### src/rtl/wb_pkg.sv
// Shared Wishbone definitions: master FSM state encoding and default sizing.
package wb_pkg;

  typedef enum logic [1:0] {
    WBM_IDLE,
    WBM_BUS,
    WBM_RESP
  } wb_master_state_t;

  localparam int WB_DEFAULT_TIMEOUT    = 16;
  localparam int WB_DEFAULT_ADDR_WIDTH = 8;
  localparam int WB_DEFAULT_DATA_WIDTH = 8;

endpackage

### src/rtl/wb_timeout_counter.sv
// Ack-timeout counter: counts bus cycles without ack and flags the last allowed cycle.
module wb_timeout_counter
  import wb_pkg::*;
#(
  parameter int TIMEOUT = WB_DEFAULT_TIMEOUT,
  localparam int CW = $clog2(TIMEOUT)
) (
  input  logic clk_i,
  input  logic rst_i,
  input  logic clr_i,
  input  logic en_i,
  output logic expired_o
);

  localparam logic [CW-1:0] LAST = CW'(TIMEOUT - 1);

  logic [CW-1:0] cnt_q, cnt_d;

  // Saturates at LAST so it can never wrap while the FSM is still deciding.
  always_comb begin
    cnt_d = cnt_q;
    if (clr_i) begin
      cnt_d = '0;
    end else if (en_i && (cnt_q != LAST)) begin
      cnt_d = cnt_q + CW'(1);
    end
  end

  always_ff @(posedge clk_i or posedge rst_i) begin
    if (rst_i) begin
      cnt_q <= '0;
    end else begin
      cnt_q <= cnt_d;
    end
  end

  assign expired_o = (cnt_q == LAST);

endmodule

### src/rtl/wb_master_bridge.sv
// Wishbone classic single-transfer master: one command in, one bus cycle, one response out.
module wb_master_bridge
  import wb_pkg::*;
#(
  parameter int ADDR_WIDTH = WB_DEFAULT_ADDR_WIDTH,
  parameter int DATA_WIDTH = WB_DEFAULT_DATA_WIDTH,
  parameter int TIMEOUT    = WB_DEFAULT_TIMEOUT
) (
  input  logic                  clk_i,
  input  logic                  rst_i,
  input  logic                  cmd_valid_i,
  output logic                  cmd_ready_o,
  input  logic                  cmd_we_i,
  input  logic [ADDR_WIDTH-1:0] cmd_adr_i,
  input  logic [DATA_WIDTH-1:0] cmd_dat_i,
  output logic                  rsp_valid_o,
  input  logic                  rsp_ready_i,
  output logic [DATA_WIDTH-1:0] rsp_dat_o,
  output logic                  rsp_err_o,
  output logic                  cyc_o,
  output logic                  stb_o,
  output logic                  we_o,
  output logic [ADDR_WIDTH-1:0] adr_o,
  output logic [DATA_WIDTH-1:0] dat_o,
  input  logic [DATA_WIDTH-1:0] dat_i,
  input  logic                  ack_i
);

  wb_master_state_t      state_q, state_d;
  logic                  cyc_q, cyc_d;
  logic                  we_q, we_d;
  logic [ADDR_WIDTH-1:0] adr_q, adr_d;
  logic [DATA_WIDTH-1:0] dat_q, dat_d;
  logic                  rsp_valid_q, rsp_valid_d;
  logic                  rsp_err_q, rsp_err_d;
  logic [DATA_WIDTH-1:0] rsp_dat_q, rsp_dat_d;
  logic                  cnt_clr, cnt_en, cnt_expired;

  wb_timeout_counter #(
    .TIMEOUT(TIMEOUT)
  ) u_timeout (
    .clk_i    (clk_i),
    .rst_i    (rst_i),
    .clr_i    (cnt_clr),
    .en_i     (cnt_en),
    .expired_o(cnt_expired)
  );

  always_comb begin
    state_d     = state_q;
    cyc_d       = cyc_q;
    we_d        = we_q;
    adr_d       = adr_q;
    dat_d       = dat_q;
    rsp_valid_d = rsp_valid_q;
    rsp_err_d   = rsp_err_q;
    rsp_dat_d   = rsp_dat_q;
    cnt_clr     = 1'b0;
    cnt_en      = 1'b0;
    case (state_q)
      WBM_IDLE: begin
        if (cmd_valid_i) begin
          we_d    = cmd_we_i;
          adr_d   = cmd_adr_i;
          dat_d   = cmd_dat_i;
          cyc_d   = 1'b1;
          cnt_clr = 1'b1;
          state_d = WBM_BUS;
        end
      end
      WBM_BUS: begin
        // Ack is tested first so an ack on the final allowed cycle still succeeds.
        if (ack_i) begin
          rsp_dat_d   = we_q ? '0 : dat_i;
          rsp_err_d   = 1'b0;
          rsp_valid_d = 1'b1;
          cyc_d       = 1'b0;
          state_d     = WBM_RESP;
        end else if (cnt_expired) begin
          rsp_dat_d   = '0;
          rsp_err_d   = 1'b1;
          rsp_valid_d = 1'b1;
          cyc_d       = 1'b0;
          state_d     = WBM_RESP;
        end else begin
          cnt_en = 1'b1;
        end
      end
      WBM_RESP: begin
        if (rsp_ready_i) begin
          rsp_valid_d = 1'b0;
          state_d     = WBM_IDLE;
        end
      end
      default: begin
        state_d = WBM_IDLE;
      end
    endcase
  end

  always_ff @(posedge clk_i or posedge rst_i) begin
    if (rst_i) begin
      state_q     <= WBM_IDLE;
      cyc_q       <= 1'b0;
      we_q        <= 1'b0;
      adr_q       <= '0;
      dat_q       <= '0;
      rsp_valid_q <= 1'b0;
      rsp_err_q   <= 1'b0;
      rsp_dat_q   <= '0;
    end else begin
      state_q     <= state_d;
      cyc_q       <= cyc_d;
      we_q        <= we_d;
      adr_q       <= adr_d;
      dat_q       <= dat_d;
      rsp_valid_q <= rsp_valid_d;
      rsp_err_q   <= rsp_err_d;
      rsp_dat_q   <= rsp_dat_d;
    end
  end

  // Single-transfer master: strobe is asserted for exactly the life of the cycle.
  assign cyc_o       = cyc_q;
  assign stb_o       = cyc_q;
  assign we_o        = we_q;
  assign adr_o       = adr_q;
  assign dat_o       = dat_q;
  assign rsp_valid_o = rsp_valid_q;
  assign rsp_err_o   = rsp_err_q;
  assign rsp_dat_o   = rsp_dat_q;
  assign cmd_ready_o = (state_q == WBM_IDLE) && !rst_i;

endmodule

### config.mk
export PLATFORM = sky130hd
export DESIGN_NAME = wb_master_bridge
export DESIGN_NICKNAME = d
export VERILOG_FILES = /design/src/rtl/wb_pkg.sv /design/src/rtl/wb_timeout_counter.sv /design/src/rtl/wb_master_bridge.sv
export SDC_FILE = /design/constraint.sdc
export NUM_CORES = 1
export LEC_CHECK = 0
export ABC_AREA = 1
export BUFFER_PORTS_ARGS = -buffer_cell sky130_fd_sc_hd__buf_2
export CORE_MARGIN = 2
export CORE_UTILIZATION = 42
export CTS_BUF_LIST = sky130_fd_sc_hd__clkbuf_8 sky130_fd_sc_hd__clkbuf_16
export DETAILED_ROUTE_END_ITERATION = 10
export HOLD_SLACK_MARGIN = 0.08
export PLACE_DENSITY = 0.68
export SKIP_LAST_GASP = 1
export SLEW_MARGIN = 0
export SYNTH_ARGS = -nofsm -noshare
export SYNTH_HDL_FRONTEND = slang
export SYNTH_HIERARCHICAL = 1
export SYNTH_SLANG_ARGS = --single-unit
### constraint.sdc
create_clock -name clk_i -period 3.65 [get_ports clk_i]
set_input_delay 0.73 -clock clk_i [delete_from_list [all_inputs] [get_ports clk_i]]
set_output_delay 0.73 -clock clk_i [all_outputs]
set_load 0.05 [all_outputs]
==> results of run 1 <==
-- final timing paths --
path	startpoint	to	slack, ps
min reg2reg	dat_o[1]$_DFFE_PP0P_	dat_o[1]$_DFFE_PP0P_	470
min in group clk_i	dat_o[1]$_DFFE_PP0P_	dat_o[1]$_DFFE_PP0P_	470
max	rst_i	cmd_ready_o	1690
min	rst_i	u_timeout/cnt_q[0]$_DFFE_PP0P_	320
max reg2reg	state_q[1]$_DFFE_PP0P_	u_timeout/cnt_q[1]$_DFFE_PP0P_	1920
max in group asynchronous	rst_i	rsp_dat_o[6]$_DFFE_PP0P_	2860
-- synth_stat cells --
master,instances,area (sq um)
nand3_1,23,115
dfrtp_1,34,851
nor3_1,1,5.00
nand2_2,2,12.5
xor2_1,1,8.76
ha_1,1,12.5
nor2_4,3,33.8
o21ai_0,2,10.0
nand4_1,2,12.5
buf_6,3,33.8
nand2_1,78,293
nor2_1,12,45.0
nor2_2,1,6.26
buf_4,2,15.0
inv_2,2,7.51
inv_1,18,67.6
buf_2,2,10.0
-- metal layers --
layer / routed length [um] / track usage (%) / up-vias
met5: 0 / 0 / -
met4: 61 / 7.98 / 0
met3: 246 / 5.03 / 7
met2: 1440 / 29.2 / 49
met1: 1400 / 20.2 / 581
li1: - / - / 689
-- metrics by stage --
stage,util (%),cells
6_report,57.2,294
5_1_grt,57.2,294
4_1_cts,57.2,294
3_5_place_dp,53.9,286
3_3_place_gp,53.9,286
2_1_floorplan,-,187
-- registers in the layout (all words and copies together) (netlist names) --
register and count:
adr_o 8, cyc_o 1, dat_o 8, rsp_dat_o 8, rsp_err_o 1, rsp_valid_o 1
state_q 2, u_timeout/cnt_q 4, we_o 1
-- area by class of cell --
class / instances / share of cell area (%)
flip-flops and latches: 34 / 43.5
clock inverters: 3 / 2.30
well taps: 46 / 2.94
inverters: 20 / 3.84
multi-input cells: 126 / 28.4
repair buffers: 60 / 15.5
clock buffers: 5 / 3.52
-- power groups by stage --
stage	Combinational [mW]	Clock (mW)	Sequential, mW
floorplan	0.343	0	1.04
global placement	0.941	0	0.621
detailed placement	0.953	0	0.618
CTS	0.952	0.351	0.616
global route	1.02	0.368	0.636
finish	0.940	0.346	0.613
-- cells by family after synthesis --
family          after synthesis  synth area share [%]
simple gates                122                  34.0
flops                        34                  55.3
buf+inv                      27                  8.70
compound gates                2                 0.650
xor+xnor                      1                 0.569
fa+ha+maj                     1                 0.813
==> flow_summary.ini, run 1 <==
[cts]
cts_tree = built
clk_latency_ps = 290
clockBufferDepth = 2
cts_setup_buffers = 0
cts_hold_buf = 0
cts.clk_slew.worst_paths_ps = 70
ctsResizeCount = 0
cts_sinks = 34
cts_max_level = 2
numCtsBuffers = 5
ctsRootBufferMaster = clkbuf_8

[sta]
holdWs_ps = 323
finalCritPeriodShare_pct = 53.7
clock.fmax_mhz = 510
setup_viol = 0
finalHoldViolations = 0
fin_ws_ps = 1690
slew_viol_final = 0
post-route-min-period_ps = 1960
rsz0062_at_grt = false
clock_skew_ps = 6.40
max_slew_margin_pct = 73.1
tightest_slew_ps = 402
fin_setup_tns_ps = 0

[routing]
wl_per_cell_um = 10.7
vias = 1326
wirelength_mm = 3.15
drc = 0
first_pass_iters = 4
antenna_left = 0
drt_iter0_markers = 56
vias_per_cell = 4.51

[setup_path]
critPathArrivalTime_ps = 1230
worst_setup_path_end_kind = output pin
start_kind = primary input
reg2reg_depth = 6
path_cells = buf_2 -> nor3_1 -> buf_2
max_stage_delay_ps = 280
cp.depth = 3
crit_top_cell = buf_2
cpMaxStageDelayCell = buf_2
crit_family = buffers and inverters
crit_buf_inv = 2
criticalPathCategory = primary input to output pin
crit_required_ps = 2920
cp_max_fo = 3

[finish]
fin_nets = 278
final_common_cell = nand2_1
syn2layout_area_growth_pct = 27.0
design_area_sq_mm = 0.00195
multi_input_area_sq_um = 554
nFillCells = 342
n_antenna_cell = 0
final_cell_mix = nand2_1 (78), buf_2 (59), dfrtp_1 (34), nand3_1 (23), inv_1 (18)
ff_latch_area_sq_um = 851
drive_gt1_share_pct = 30.6

[floorplanning]
fp.dieH_um = 64.5
die_w_um = 64.5
start_util_pct = 45.1
ioPinCount = 60
dieArea_sq_mm = 0.00416
std_cell_rows = 21
fp.coreArea_sq_mm = 0.00342

[power]
p_leak_nw = 1.18
power_mw = 1.90
peakVddDrop_uv = 446
clkPwrFrac_pct = 18.2
power_density_mw_per_mm2 = 971
p_comb_share_pct = 49.5
power_frac_seq_pct = 32.3
power_switching_uw = 973
power.internal_uw = 925
p_sw_share_pct = 51.3

[global_routing]
antenna_found_initial = 0
grt_pass1_wl_mm = 5.55
grt_overflow = 0
grt_usage_pct = 17.3
grt_max_degree = 31
grt_pass1_vias = 1304

[run]
drv_cap = 0

[logic_synthesis]
ys.warnings.count = 6
ys_types = 17
synthesis.instances = 187
ys_ff_latch = 34
syn_nets = 218
netlist_area_sq_mm = 0.00154
ys_seq_area_share_pct = 55.3
syn_area_per_cell_sq_um = 8.23

[placed_design]
dp_worst_setup_slack_ps = 1680
dpl_cell_area_sq_mm = 0.00184
hpwl_mm = 2.29
port_buffers = 59
globalplace.congestion = 0.724

[min_path]
hp-class = primary input to async pin

[status]
outcome = finished, final reports clean
No activity file was read; power rests on OpenSTA's default activity.
==> run 2, diff against run 1 <==
==> constraint.sdc (replaced) <==
create_clock -name clk_i -period 1.9 [get_ports clk_i]
set_input_delay 0.38 -clock clk_i [delete_from_list [all_inputs] [get_ports clk_i]]
set_output_delay 0.38 -clock clk_i [all_outputs]
set_load 0.05 [all_outputs]
==> flow_summary.ini, run 2 (synthesis gave the netlist of run 1 again) <==
[sta]
holdWs_ps = 304
tightest_slew_ps = 534
clock_skew_ps = 3.84
max_slew_margin_pct = 64.3
clock.fmax_mhz = 558
setup_viol = 0
finalCritPeriodShare_pct = 94.3
post-route-min-period_ps = 1790
fin_setup_tns_ps = 0
finalHoldViolations = 0
rsz0062_at_grt = false
slew_viol_final = 0

[routing]
wirelength_mm = 3.19
vias = 1362
drc = 0
wl_per_cell_um = 10.7
first_pass_iters = 5
drt_iter0_markers = 62
antenna_left = 0
vias_per_cell = 4.59

[finish]
drive_gt1_share_pct = 30.7
final_util_pct = 57.6
final_cell_mix = nand2_1 (78), buf_2 (59), dfrtp_1 (34), nand3_1 (23), inv_1 (20)
n_antenna_cell = 0
fin_nets = 282
nFillCells = 348
syn2layout_area_growth_pct = 27.8
final_common_cell = nand2_1

[placed_design]
port_buffers = 59
globalplace.congestion = 0.825
hpwl_mm = 2.30

[floorplanning]
ioPinCount = 60
start_util_pct = 45.1
fp.dieH_um = 64.5
std_cell_rows = 21
die_w_um = 64.5
fp.coreArea_sq_mm = 0.00342
dieArea_sq_mm = 0.00416

[cts]
ctsRootBufferMaster = clkbuf_8
cts_sinks = 34
cts.clk_slew.worst_paths_ps = 60
cts_max_level = 2
cts_setup_buffers = 0
numCtsBuffers = 5
clockBufferDepth = 2
ctsResizeCount = 0
clk_latency_ps = 280
cts_tree = built

[min_path]
hold_depth = 2
hp-class = primary input to register

[power]
power_density_mw_per_mm2 = 1780
peakVddDrop_uv = 1090
p_leak_nw = 1.20

[global_routing]
antenna_found_initial = 0
grt_usage_pct = 17.8
grt_pass1_wl_mm = 5.69
grt_max_degree = 19
grt_pass1_vias = 1281
grt_overflow = 0

[status]
outcome = finished, final reports clean

[setup_path]
cpMaxStageDelayCell = dlygate4sd3_1
path_cells = dlygate4sd3_1 -> buf_2 -> nor3_2 -> buf_2
cp_max_fo = 3
reg2reg_depth = 11
crit_required_ps = 1520
max_stage_delay_ps = 530
criticalPathCategory = primary input to output pin
worst_setup_path_end_kind = output pin
start_kind = primary input
crit_top_cell = buf_2
critPathArrivalTime_ps = 1410

[run]
drv_cap = 0
-- run 2: area by class of cell --
class	instances	area (sq um)	share of cell area, %
inverter	20	75.1	3.82
multi-input combinational	126	559	28.4
timing repair buffer	64	348	17.7
sequential	34	851	43.3
clock buffer	5	68.8	3.50
clock inverter	2	7.51	0.382
tap	46	57.6	2.93
-- run 2: what timing repair did --
action / in CTS / in global routing
hold endpoints to repair: 4 / 0
setup endpoints to repair: 0 / 0
hold buffers: 1 / 0
-- run 2: path summary, 6_finish.rpt --
check,to,startpoint,slack (ps)
max,cmd_ready_o,rst_i,110
min,state_q[1]$_DFFE_PP0P_,rsp_ready_i,300
max reg2reg,u_timeout/cnt_q[0]$_DFFE_PP0P_,u_timeout/cnt_q[0]$_DFFE_PP0P_,410
min reg2reg,adr_o[6]$_DFFE_PP0P_,adr_o[6]$_DFFE_PP0P_,470
max in group asynchronous,rsp_dat_o[4]$_DFFE_PP0P_,rst_i,710
min in group asynchronous,u_timeout/cnt_q[2]$_DFFE_PP0P_,rst_i,540
-- run 2: power breakdown --
part           leakage, nW  switching, mW  total (mW)  internal [mW]
Combinational        0.723           1.43        1.85          0.429
Sequential           0.432          0.186        1.18          0.996
Clock               0.0466          0.230       0.471          0.241
-- run 2: metrics by stage --
step | setup WS (ps) | cell area, sq um | instances | power (mW)
floorplan | 400 | 1540 | 187 | 2.66
global placement | 445 | 1880 | 289 | 3.04
detailed placement | 423 | 1880 | 289 | 3.06
CTS | 95.7 | 1970 | 297 | 3.55
global route | 81.2 | 1970 | 297 | 3.76
finish | 109 | 1970 | 297 | 3.51
-- run 2: worst max-delay path, delay by kind of cell --
kind | cells | cell delay [ps]
buffers and inverters | 3 | 950
AND/OR/NAND/NOR | 1 | 90
-- run 2: per-layer routing --
layer | global-route usage [%] | vias to the layer above | share of wire, %
met1 | 22.2 | 628 | 46
li1 | - | 697 | -
met2 | 28.3 | 32 | 46
met4 | 6.38 | 0 | 1.7
met3 | 6.94 | 5 | 6.1
met5 | 0 | - | 0
==> run 3, diff against run 2 <==
--- a/config.mk
+++ b/config.mk
@@ -12,10 +12,9 @@
 export CTS_BUF_LIST = sky130_fd_sc_hd__clkbuf_8 sky130_fd_sc_hd__clkbuf_16
 export DETAILED_ROUTE_END_ITERATION = 10
 export HOLD_SLACK_MARGIN = 0.08
-export PLACE_DENSITY = 0.68
+export PLACE_DENSITY = 0.69
 export SKIP_LAST_GASP = 1
 export SLEW_MARGIN = 0
 export SYNTH_ARGS = -nofsm -noshare
 export SYNTH_HDL_FRONTEND = slang
-export SYNTH_HIERARCHICAL = 1
 export SYNTH_SLANG_ARGS = --single-unit
==> flow_summary.ini, run 3 <==
[status]
outcome = finished, final reports clean

[logic_synthesis]
ys_types = 21
synth_commonest_cells = nand2_1 (63), dfrtp_1 (34), nand3_1 (23), o21ai_2 (9)
synth_area_leaders = dfrtp_1 (56%), nand2_1 (16%), nand3_1 (7.6%)
netlist_area_sq_mm = 0.00152
ys_ff_latch = 34
synth_edf_count = 0
post-synth-top-count-cell = nand2_1
post-synth-top-area-fraction_pct = 55.9
syn_nets = 192
synth_ff_type = dfrtp_1
ys.warnings.count = 0
synth_top_area_cell = dfrtp_1
async_reset_ff_share_pct = 100
syn_area_per_cell_sq_um = 9.46
ys_seq_area_share_pct = 55.9
synthesis.instances = 161

[finish]
syn2layout_area_growth_pct = 28.0
fin_nets = 254
final_common_cell = nand2_1
final_cell_mix = nand2_1 (63), buf_2 (59), dfrtp_1 (34), nand3_1 (23), o21ai_2 (9)
n_antenna_cell = 0
drive_gt1_share_pct = 42.0
nFillCells = 344

[setup_path]
start_kind = primary input
crit_required_ps = 1520
worst_setup_path_end_kind = output pin
cp_max_fo = 2
r2r_start = u_timeout.cnt_q[0]$_DFFE_PP0P_
cp-startpoint = rst_i
critPathArrivalTime_ps = 1410
r2r_slack_ps = 380
criticalPathCategory = primary input to output pin

[placed_design]
dp_worst_setup_slack_ps = 361
hpwl_mm = 2.24
port_buffers = 59
globalplace.congestion = 0.787

[sta]
finalHoldViolations = 0
rsz0062_at_grt = false
clock.fmax_mhz = 558
finalCritPeriodShare_pct = 94.3
max_slew_margin_pct = 64.9
setup_viol = 0
fin_setup_tns_ps = 0
tightest_slew_ps = 525
fin_ws_ps = 108
clock_skew_ps = 3.22
slew_viol_final = 0
post-route-min-period_ps = 1790

[cts]
cts.clk_slew.worst_paths_ps = 70
cts_max_level = 2
cts_tree = built
cts_sinks = 34
ctsResizeCount = 0
clockBufferDepth = 2
clk_latency_ps = 280
numCtsBuffers = 5
ctsRootBufferMaster = clkbuf_8

[global_routing]
grt_usage_pct = 17.5
grt_overflow = 0
grt_max_degree = 28
grt_pass1_wl_mm = 5.53
antenna_found_initial = 0
grt_pass1_vias = 1273

[floorplanning]
fp.coreArea_sq_mm = 0.00342
std_cell_rows = 21
start_util_pct = 44.6
dieArea_sq_mm = 0.00412
fp.dieH_um = 64.2
ioPinCount = 60
die_w_um = 64.2

[routing]
first_pass_iters = 4
vias_per_cell = 4.64
wl_per_cell_um = 11.7
vias = 1252
wirelength_mm = 3.16
antenna_left = 0
drc = 0
drt_iter0_markers = 64

[power]
p_leak_nw = 1.08
power_mw = 4.03
power_density_mw_per_mm2 = 2070
peakVddDrop_uv = 1160

[min_path]
hp-class = primary input to register
min_from = ack_i

[run]
drv_cap = 0
-- run 3: report_power, final --
| group | switching [mW] | leakage [nW] | total (mW) | internal, mW |
|---|---|---|---|---|
| sequential | 0.225 | 0.429 | 1.28 | 1.05 |
| combinational | 1.70 | 0.599 | 2.21 | 0.503 |
| clock | 0.255 | 0.0472 | 0.546 | 0.291 |
-- run 3: logic make-up (layout without fill, tap and decap cells) --
logic type / after synthesis / in the layout / share of synthesized area [%]
simple gates: 101 / 101 / 31.0
buf+inv: 13 / 76 / 5.92
flops: 34 / 34 / 55.9
fa+ha+maj: 1 / 1 / 0.822
xor+xnor: 1 / 1 / 0.575
compound gates: 11 / 11 / 5.83
-- run 3: through the flow --
| step | hold WS [ps] | std cells | utilization, % | area, sq um |
|---|---|---|---|---|
| 2_1_floorplan | 461 | 161 | - | 1530 |
| 3_3_place_gp | 378 | 261 | 54.0 | 1840 |
| 3_5_place_dp | 375 | 261 | 54.0 | 1840 |
| 4_1_cts | 294 | 270 | 57.1 | 1950 |
| 5_1_grt | 298 | 270 | 57.1 | 1950 |
| 6_report | 304 | 270 | 57.1 | 1950 |
-- run 3: final timing paths --
| check | end | cells past startpoint |
|---|---|---|
| max | cmd_ready_o | 4 |
| min | rsp_err_o$_DFFE_PP0P_ | 2 |
| max reg2reg | state_q[1]$_DFFE_PP0P_ | 5 |
| min reg2reg | dat_o[0]$_DFFE_PP0P_ | 2 |
| max in group asynchronous | u_timeout.cnt_q[2]$_DFFE_PP0P_ | 4 |
| min in group asynchronous | rsp_dat_o[7]$_DFFE_PP0P_ | 3 |
-- run 3: layout make-up --
class	instances	area (sq um)	area share [%]
clock buffer	6	82.6	4.24
sequential	34	851	43.6
tap	46	57.6	2.95
clock inverter	2	12.5	0.642
multi-input combinational	114	587	30.1
inverter	5	18.8	0.963
timing repair buffer	63	340	17.5
-- run 3: timing repair --
action	in CTS	in global routing
buffers inserted	0	0
hold buffers	1	0
endpoints found under the hold margin	7	0
-- run 3: worst max-delay path, cell delays in order --
cell           delay (ps)
dlygate4sd3_1         530
buf_2                 130
nor3_2                 90
buf_2                 280
-- run 3: routing by layer --
layer / up-vias / GRT usage, % / part of all wire, %
met5: - / 0 / 0
met4: 0 / 7.18 / 1.3
met3: 5 / 5.81 / 8.5
met2: 53 / 27.2 / 42
met1: 553 / 22.4 / 48
li1: 641 / - / -
